### src/rtl/comparador_serial_dl.sv
`default_nettype none
// comparador_serial_dl: LSB-first serial magnitude comparator, one bit pair per clock (M: A>B, N: A<B, Z: A>=B).
// Define COMPARADOR_TRAZA_EN to add the per-bit running-verdict trace outputs Mt/Nt.  Rev 1.0
module comparador_serial_dl #(
  parameter int K = 5
) (
  input  logic         clk,
  input  logic         reset,
  input  logic         start,
  input  logic [K-1:0] A,
  input  logic [K-1:0] B,
  output logic         busy,
  output logic         done,
  output logic         M,
  output logic         N,
  output logic         Z
`ifdef COMPARADOR_TRAZA_EN
  ,
  output logic [K-1:0] Mt,
  output logic [K-1:0] Nt
`endif
);

  localparam int CW = (K > 1) ? $clog2(K) : 1;
  localparam logic [CW-1:0] LAST = CW'(K - 1);

  typedef enum logic [1:0] {
    IDLE = 2'd0,
    RUN  = 2'd1,
    DONE = 2'd2
  } state_t;

  state_t        state;
  logic [K-1:0]  sa;
  logic [K-1:0]  sb;
  logic [CW-1:0] cnt;
  logic          m;
  logic          n;
  logic          step_m;
  logic          step_n;

  // A differing bit always overrides the verdict built from lower-order bits.
  always_comb begin
    step_m = m;
    step_n = n;
    if (sa[0] & ~sb[0]) begin
      step_m = 1'b1;
      step_n = 1'b0;
    end else if (~sa[0] & sb[0]) begin
      step_m = 1'b0;
      step_n = 1'b1;
    end
  end

  always_ff @(posedge clk) begin
    if (reset) begin
      state <= IDLE;
      busy  <= 1'b0;
      done  <= 1'b0;
      M     <= 1'b0;
      N     <= 1'b0;
      Z     <= 1'b0;
      sa    <= '0;
      sb    <= '0;
      cnt   <= '0;
      m     <= 1'b0;
      n     <= 1'b0;
`ifdef COMPARADOR_TRAZA_EN
      Mt    <= '0;
      Nt    <= '0;
`endif
    end else begin
      done <= 1'b0;
      case (state)
        IDLE, DONE: begin
          state <= IDLE;
          if (start) begin
            state <= RUN;
            busy  <= 1'b1;
            sa    <= A;
            sb    <= B;
            cnt   <= '0;
            m     <= 1'b0;
            n     <= 1'b0;
`ifdef COMPARADOR_TRAZA_EN
            Mt    <= '0;
            Nt    <= '0;
`endif
          end
        end
        RUN: begin
          sa  <= sa >> 1;
          sb  <= sb >> 1;
          m   <= step_m;
          n   <= step_n;
          cnt <= cnt + 1'b1;
`ifdef COMPARADOR_TRAZA_EN
          Mt[cnt] <= step_m;
          Nt[cnt] <= step_n;
`endif
          if (cnt == LAST) begin
            // Result registers see the verdict including the MSB in the same edge.
            M     <= step_m;
            N     <= step_n;
            Z     <= ~step_n;
            done  <= 1'b1;
            busy  <= 1'b0;
            state <= DONE;
          end
        end
        default: begin
          state <= IDLE;
          busy  <= 1'b0;
        end
      endcase
    end
  end

endmodule
`default_nettype wire

### config.mk
export PLATFORM = sky130hd
export DESIGN_NAME = comparador_serial_dl
export DESIGN_NICKNAME = d
export VERILOG_FILES = /design/src/rtl/comparador_serial_dl.sv
export SDC_FILE = /design/constraint.sdc
export NUM_CORES = 1
export LEC_CHECK = 0
export ABC_AREA = 1
export CORE_ASPECT_RATIO = 1.2
export CORE_MARGIN = 2
export CORE_UTILIZATION = 50
export DETAILED_ROUTE_END_ITERATION = 10
export GPL_TIMING_DRIVEN = 1
export HOLD_SLACK_MARGIN = 0.12
export PLACE_DENSITY = 0.8
export SLEW_MARGIN = 15
export SYNTH_ARGS = -nofsm -noshare
export SYNTH_HDL_FRONTEND = slang
export SYNTH_SLANG_ARGS = --single-unit
### constraint.sdc
create_clock -name clk -period 2.45 [get_ports clk]
set_clock_uncertainty 0.05 [all_clocks]
set_input_delay 0.245 -clock clk [delete_from_list [all_inputs] [get_ports clk]]
set_output_delay 0.245 -clock clk [all_outputs]
set_load 0.01 [all_outputs]
# After elaboration in Yosys (flattened, before gate mapping)
# Cells that the tools add are included.
# totals
out_inout_bits	5
wordCells	50
ff_bits	22
in_bits	13
# op_classes
addsub	1
reduce_logical	7
bitwise	6
n_eq_ne	5
mux	20
# ops
operator	n
one-hot mux 5 bit (2 select lines)	2
2-to-1 mux 5 bit	2
2-to-1 mux 1 bit	9
one-hot mux 1 bit (2 select lines)	3
one-hot mux 3 bit (2 select lines)	1
AND reduction 2 bit	3
inequality test 2 bit, second input constant	2
inverter 1 bit	4
one-hot mux 2 bit (2 select lines)	1
OR reduction 2 bit	2
adder 3 x 1 -> 3 bit, second input constant	1
equality test 3 bit, second input constant	1
2-to-1 mux 3 bit	1
bitwise AND 1 bit	2
equality test 2 x 1 -> 1 bit, second input constant	1
equality test 2 bit, second input constant	1
zero test 2 bit	1
2-to-1 mux 2 bit	1
nonzero test 2 bit	1

# Longest topological paths before layout
# Gate-level depths: netlist of the first run.
# logic_depth
ltp_word	5
ltp_mapped	8
mapped_depth_nobuf	7

# Worst setup path after synthesis of the first run
# Ideal clock, no wire load.
# synth_path
path_kind	reg2reg
startpoint	register cnt[0]
endpoint	register M
synth_period_minus_slack_ps	1071
stages_incl_launch_ff	7
arrival_ps	905
required_ps	2284
path_buffers	0
setup_ps	116
slack_ps	1379
path_cell_list	dfxtp_1 > inv_1 > ha_1 > nand2_1 > nor2_1 > o21ai_0 > nor2_1
# synth_via
elab_chain_len	2
# synth_rtl
item	line	source
start: declaration	36	logic [CW-1:0] cnt;
start signal: assignment	96	cnt <= cnt + 1'b1;
equality test 3 bit	101	if (cnt == LAST) begin
AND reduction 2 bit (no line)	n/a	
end signal: assignment	103	M <= step_m;
end: declaration	14	output logic M,
# No other way between the ends.
# A chain may end at the register's enable or synchronous reset.

# Worst setup path in the final report of the first run
# layout_path
startpoint	register busy
endpoint	output port busy
# layout_rtl
item	line	source
start: declaration	12	output logic busy,
start signal: assignment	58	busy <= 1'b0;
start signal: assignment	79	busy <= 1'b1;
start signal: assignment	107	busy <= 1'b0;
# No word-level cell between the ends.

==> impl_metrics.yaml, run 1 <==
floorplanning:
  dieArea_um2: 2460
  rows: 18
  io_pins: 18
  fp.dieH_um: 54.0
  die_x_um: 45.7
  core_um2: 2000
  start_util_pct: 51.9
cells_and_area:
  nNetsFinal: 178
  area_growth_pct: 18.9
  layout-drive-gt1-share_pct: 14.8
  n_fill_cell: 187
  finish.instance_area_um2: 1240
  diodes: 0
global_routing:
  grt_pass1_vias: 793
  track_usage_pct: 18.2
  antenna_found_initial: 0
  grt-ovfl-total: 0
  grt_pass1_wl_um: 3280
  grt_max_degree: 16
clocking:
  cts_made_buffers: 3
  cts.htree.levels: 1
  path_clk_slew_ps: 120
  cts_root_buf: "clkbuf_4"
  cts_setup_buffers: 0
  cts.repair.resized: 0
  clock_sinks: 22
  insertion_delay_ps: 290
  cts_tree: "done"
  clockBufferDepth: 2
  cts_hold_buf: 0
placement:
  pre_cts_ws_ps: 903
  placed_area_um2: 1200
  dpl.hpwl_um: 1340
  routabilityCongestion: 0.785
  portBuffers: 17
worst_hold_path:
  hold_path.class: "reg2reg"
yosys:
  synth_common_cells: "inv_1 (26), nand2_1 (23), dfxtp_1 (22), nor2_1 (13), o21ai_0 (11)"
  ys.flop_type: "dfxtp_1"
  yosys_warnings: 0
  ys_types: 20
  async_flop_share_pct: 0
  avgSynthCellArea_um2: 7.13
  yosysTopAreaCellShare_pct: 42.3
  syn_inst: 146
  synth_area_leaders: "dfxtp_1 (42%), inv_1 (9.4%), nand2_1 (8.3%)"
  yosys.area.top_type: "dfxtp_1"
  syn_nets: 161
  yosysSeqAreaShare_pct: 42.3
  yosysMostFrequentCell: "inv_1"
  syn_area_um2: 1040
  synth_edf_count: 0
  ys_ff_latch: 22
timing:
  report.final.slew_viol_count: 0
  fin_tns_setup_ps: 0
  rsz0062_at_grt: "no"
  finalSetupViolCount: 0
  finalHoldViolations: 0
  slew_headroom_pct: 80.8
  fmax_ghz: 0.653
  tightest_slew_ps: 288
  period_needed_ps: 1530
  finalWorstSetupSlack_ps: 918
  fin_crit_sh_pct: 62.5
route:
  wirelength_um: 1840
  postRouteAntennaNets: 0
  drt_iter0_drc: 13
  wl_per_cell_um: 10.1
  avgViaCountPerCell: 4.84
  dr.pass1.iters: 4
  drc: 0
  dr_total_vias: 880
critical_path:
  cp.arrival_ps: 1240
  critical_path_class: "reg2out"
  cpMaxStageDelayCell: "clkdlybuf4s50_1"
  cp_num_buf_inv: 1
  cp-start-kind: "register"
  cp_top_family: "buffers and inverters"
  worst_path_largest_cell_delay_ps: 580
  path_cells: "clkdlybuf4s50_1"
  endpoint_kind: "output pin"
  cp_max_fo: 2
  critPathRequiredTime_ps: 2150
power:
  p_leak_nw: 0.561
  ir_drop_mv: 0.368
  p_per_area_nw_per_um2: 577
run_status:
  outcome: "finished clean"
run:
  max-cap-violations: 0
-- state kept, by name (all words and copies together), names as in the netlist --
signal	cells
M	1
N	1
Z	1
busy	1
cnt	3
done	1
m	1
n	1
sa	5
sb	5
state	2
-- routing by layer --
| metal | track usage (%) | share of wire (%) |
|---|---|---|
| met5 | 0 | 0 |
| met4 | 8.33 | 1.7 |
| met3 | 3.36 | 2.8 |
| met2 | 31.7 | 49 |
| met1 | 21.1 | 46 |
-- where the power goes --
part | internal (mW) | switching (mW) | total [mW]
logic | 0.0523 | 0.0739 | 0.126
registers | 0.381 | 0.0127 | 0.393
clock network | 0.0904 | 0.104 | 0.194
total | 0.523 | 0.190 | 0.714
-- final timing paths --
| check | start | endpoint | slack [ps] | cells past startpoint |
|---|---|---|---|---|
| max | busy | busy | 920 | 1 |
| min | sb[4] | sb[4] | 430 | 2 |
| max reg2reg | state[0] | sb[3] | 1180 | 7 |
| min reg2reg | sb[4] | sb[4] | 430 | 2 |
-- cells by family (layout without fill, tap and decap cells) --
kind of cell | Yosys count | count (layout) | share of synthesized area, %
and+or+nand+nor | 65 | 65 | 29.1
buffers and inverters | 35 | 51 | 14.5
DFF | 22 | 22 | 42.3
adders and majority gates | 2 | 2 | 2.40
AOI/OAI and AO/OA | 22 | 22 | 11.7
-- per-stage QoR --
step	utilization, %	cells	hold slack [ps]	total power, mW
after floorplan	-	146	337	0.495
after global placement	59.9	178	402	0.525
after detailed placement	59.9	178	408	0.527
after CTS	61.7	182	431	0.718
after global routing	61.7	182	452	0.759
final	61.7	182	431	0.714
-- cell usage in the layout, fill, tap and decap left out, types with 5 or more instances in the layout --
cell and instances:
nor3_1 10, a21oi_1 7, nor2_1 13, nand2_2 10, nand3_1 5, inv_1 26
nand2_1 23, dfxtp_1 22, o21ai_0 11, clkdlybuf4s50_1 17
-- cell type report --
cell class / instances / area (µm²) / area share (%)
clock buffer: 4 / 36.3 / 2.93
inverter: 29 / 109 / 8.80
multi-input combinational: 89 / 449 / 36.3
sequential: 22 / 440 / 35.6
tap: 20 / 25.0 / 2.02
timing repair buffer: 18 / 178 / 14.4
Note: power is estimated with default switching activity, not from simulation.
==> inputs of run 2 (changes only) <==
==> constraint.sdc (replaced) <==
create_clock -name clk -period 1.42 [get_ports clk]
set_clock_uncertainty 0.05 [all_clocks]
set_input_delay 0.142 -clock clk [delete_from_list [all_inputs] [get_ports clk]]
set_output_delay 0.142 -clock clk [all_outputs]
set_load 0.01 [all_outputs]
==> run 2 against run 1 <==
Net effect:
- clock power up 43%
- wire length up 4.6%
- global-route usage up 0.18 points
- via count up 3.4%
- first-iteration DRC count up 31%
- register-to-register slack worse by 1000 ps
- combinational power up 77%
- non-clock buffer count up 1
- largest power group unchanged
==> impl_metrics.yaml, run 2 (synthesis results as in run 1) <==
route:
  wl_per_cell_um: 10.6
  postRouteAntennaNets: 0
  avgViaCountPerCell: 5.00
  dr_total_vias: 910
  dr.pass1.iters: 4
  drt_iter0_drc: 17
  drc: 0
  wirelength_um: 1920
global_routing:
  grt_max_degree: 16
  grt-ovfl-total: 0
  antenna_found_initial: 0
  grt_pass1_vias: 800
  grt_pass1_wl_um: 3250
  track_usage_pct: 18.4
clocking:
  cts_root_buf: "clkbuf_4"
  insertion_delay_ps: 300
  clock_sinks: 22
  path_clk_slew_ps: 110
  cts_made_buffers: 3
  cts.htree.levels: 1
  cts_tree: "done"
  clockBufferDepth: 2
cells_and_area:
  layout-drive-gt1-share_pct: 14.8
  final_cell_mix: "inv_1 (26), nand2_1 (23), dfxtp_1 (22)"
  nNetsFinal: 179
  diodes: 0
  area_growth_pct: 19.2
  stdcell_count: 182
  layout_commonest_cell: "inv_1"
  biggestRegsByFlops: "sa (5), sb (5), cnt (3)"
floorplanning:
  rows: 18
  start_util_pct: 51.9
  die_x_um: 45.7
  core_um2: 2000
  dieArea_um2: 2460
  io_pins: 18
  fp.dieH_um: 54.0
critical_path:
  critical_path_class: "reg2out"
  ff2ff_setup_slack_ps: 180
  path_cells: "clkdlybuf4s50_1"
  r2r_cells: 7
  cp.arrival_ps: 1180
  cp_num_buf_inv: 1
  timing.rr.start: "state[0]"
  endpoint_kind: "output pin"
  reg2reg_to: "sb[3]"
  cp_top_family: "buffers and inverters"
  cp-start-kind: "register"
  worst_path_largest_cell_delay_ps: 530
  critPathRequiredTime_ps: 1230
  cpMaxStageDelayCell: "clkdlybuf4s50_1"
  cp_max_fo: 2
timing:
  fmax_ghz: 0.729
  finalHoldViolations: 0
  report.final.slew_viol_count: 0
  finalSetupViolCount: 0
  finalWorstSetupSlack_ps: 49.0
  tightest_slew_ps: 320
  fin_crit_sh_pct: 96.6
  slew_headroom_pct: 78.7
  fin_tns_setup_ps: 0
  period_needed_ps: 1370
  rsz0062_at_grt: "no"
placement:
  dpl.hpwl_um: 1460
  portBuffers: 17
  pre_cts_ws_ps: 48.4
  place_inst: 179
  routabilityCongestion: 0.762
power:
  p_per_area_nw_per_um2: 949
  p_leak_nw: 0.592
  p_total_mw: 1.18
  ir_drop_mv: 0.660
worst_hold_path:
  holdPathEnd: "sb[4]"
  whs_path_depth: 3
  hold_path.class: "in2reg"
  min_from: "B[4]"
run_status:
  outcome: "finished clean"
run:
  max-cap-violations: 0
[run 2: cell types whose count changed in the layout (fill, tap and decap cells not counted)]
cell | previous run | this run
buf_4 | 1 | 2
clkbuf_8 | 1 | 0
clkdlybuf4s50_1 | 17 | 15
dlymetal6s2s_1 | 0 | 2
nand2_2 | 10 | 9
nand2_4 | 1 | 2
[run 2: power breakdown]
group	leakage [nW]	internal, mW	switching, mW	total [mW]
clock network	0.0138	0.0989	0.178	0.277
registers	0.180	0.656	0.0225	0.679
logic	0.398	0.0934	0.129	0.223
total	0.592	0.849	0.329	1.18
[run 2: through the flow]
stage | hold slack, ps | util, % | instance area [µm²]
2_1_floorplan | 234 | - | 1040
3_3_place_gp | 400 | 60.3 | 1210
3_5_place_dp | 416 | 60.3 | 1210
4_1_cts | 350 | 61.4 | 1230
5_1_grt | 382 | 61.9 | 1240
6_report | 349 | 61.9 | 1240
[run 2: area by class of cell]
| type | instances | area, µm² |
|---|---|---|
| Tap cell | 20 | 25.0 |
| Inverter | 29 | 109 |
| Multi-Input combinational cell | 89 | 454 |
| Timing Repair Buffer | 19 | 190 |
| Clock buffer | 3 | 22.5 |
| Fill cell | 205 | 763 |
| Sequential cell | 22 | 440 |
[run 2: worst max-delay path by stage]
| stage | from | end | slack, ps | depth (start not counted) |
|---|---|---|---|---|
| after floorplan | cnt[0] | M | 350 | 6 |
| after global placement | start | sb[3] | 60 | 7 |
| after detailed placement | start | sb[3] | 50 | 7 |
| after CTS | M | M | 40 | 1 |
| after global routing | Z | Z | 0.3 | 1 |
| final | Z | Z | 50 | 1 |
[run 2: repair_timing]
action | 4_1_cts | 5_1_grt
resized for setup | 0 | 3
buffers inserted | 0 | 0
endpoints found under the setup margin | 0 | 3
hold buffers | 0 | 0
[run 2: routing by layer]
layer / global-route usage, % / wire [µm] / vias to the layer above
li1: - / - / 478
met1: 21.4 / 797 / 402
met2: 31.5 / 1010 / 24
met3: 3.36 / 77 / 6
met4: 9.31 / 41 / 0
met5: 0 / 0 / -
==> inputs of run 3 (changes only) <==
--- a/config.mk
+++ b/config.mk
@@ -13,6 +13,7 @@
 export GPL_TIMING_DRIVEN = 1
 export HOLD_SLACK_MARGIN = 0.12
 export PLACE_DENSITY = 0.8
+export SKIP_CTS_REPAIR_TIMING = 1
 export SLEW_MARGIN = 15
 export SYNTH_ARGS = -nofsm -noshare
 export SYNTH_HDL_FRONTEND = slang
==> results of run 3 <==
Final layout, timing and power as in run 2 (identical DEF).
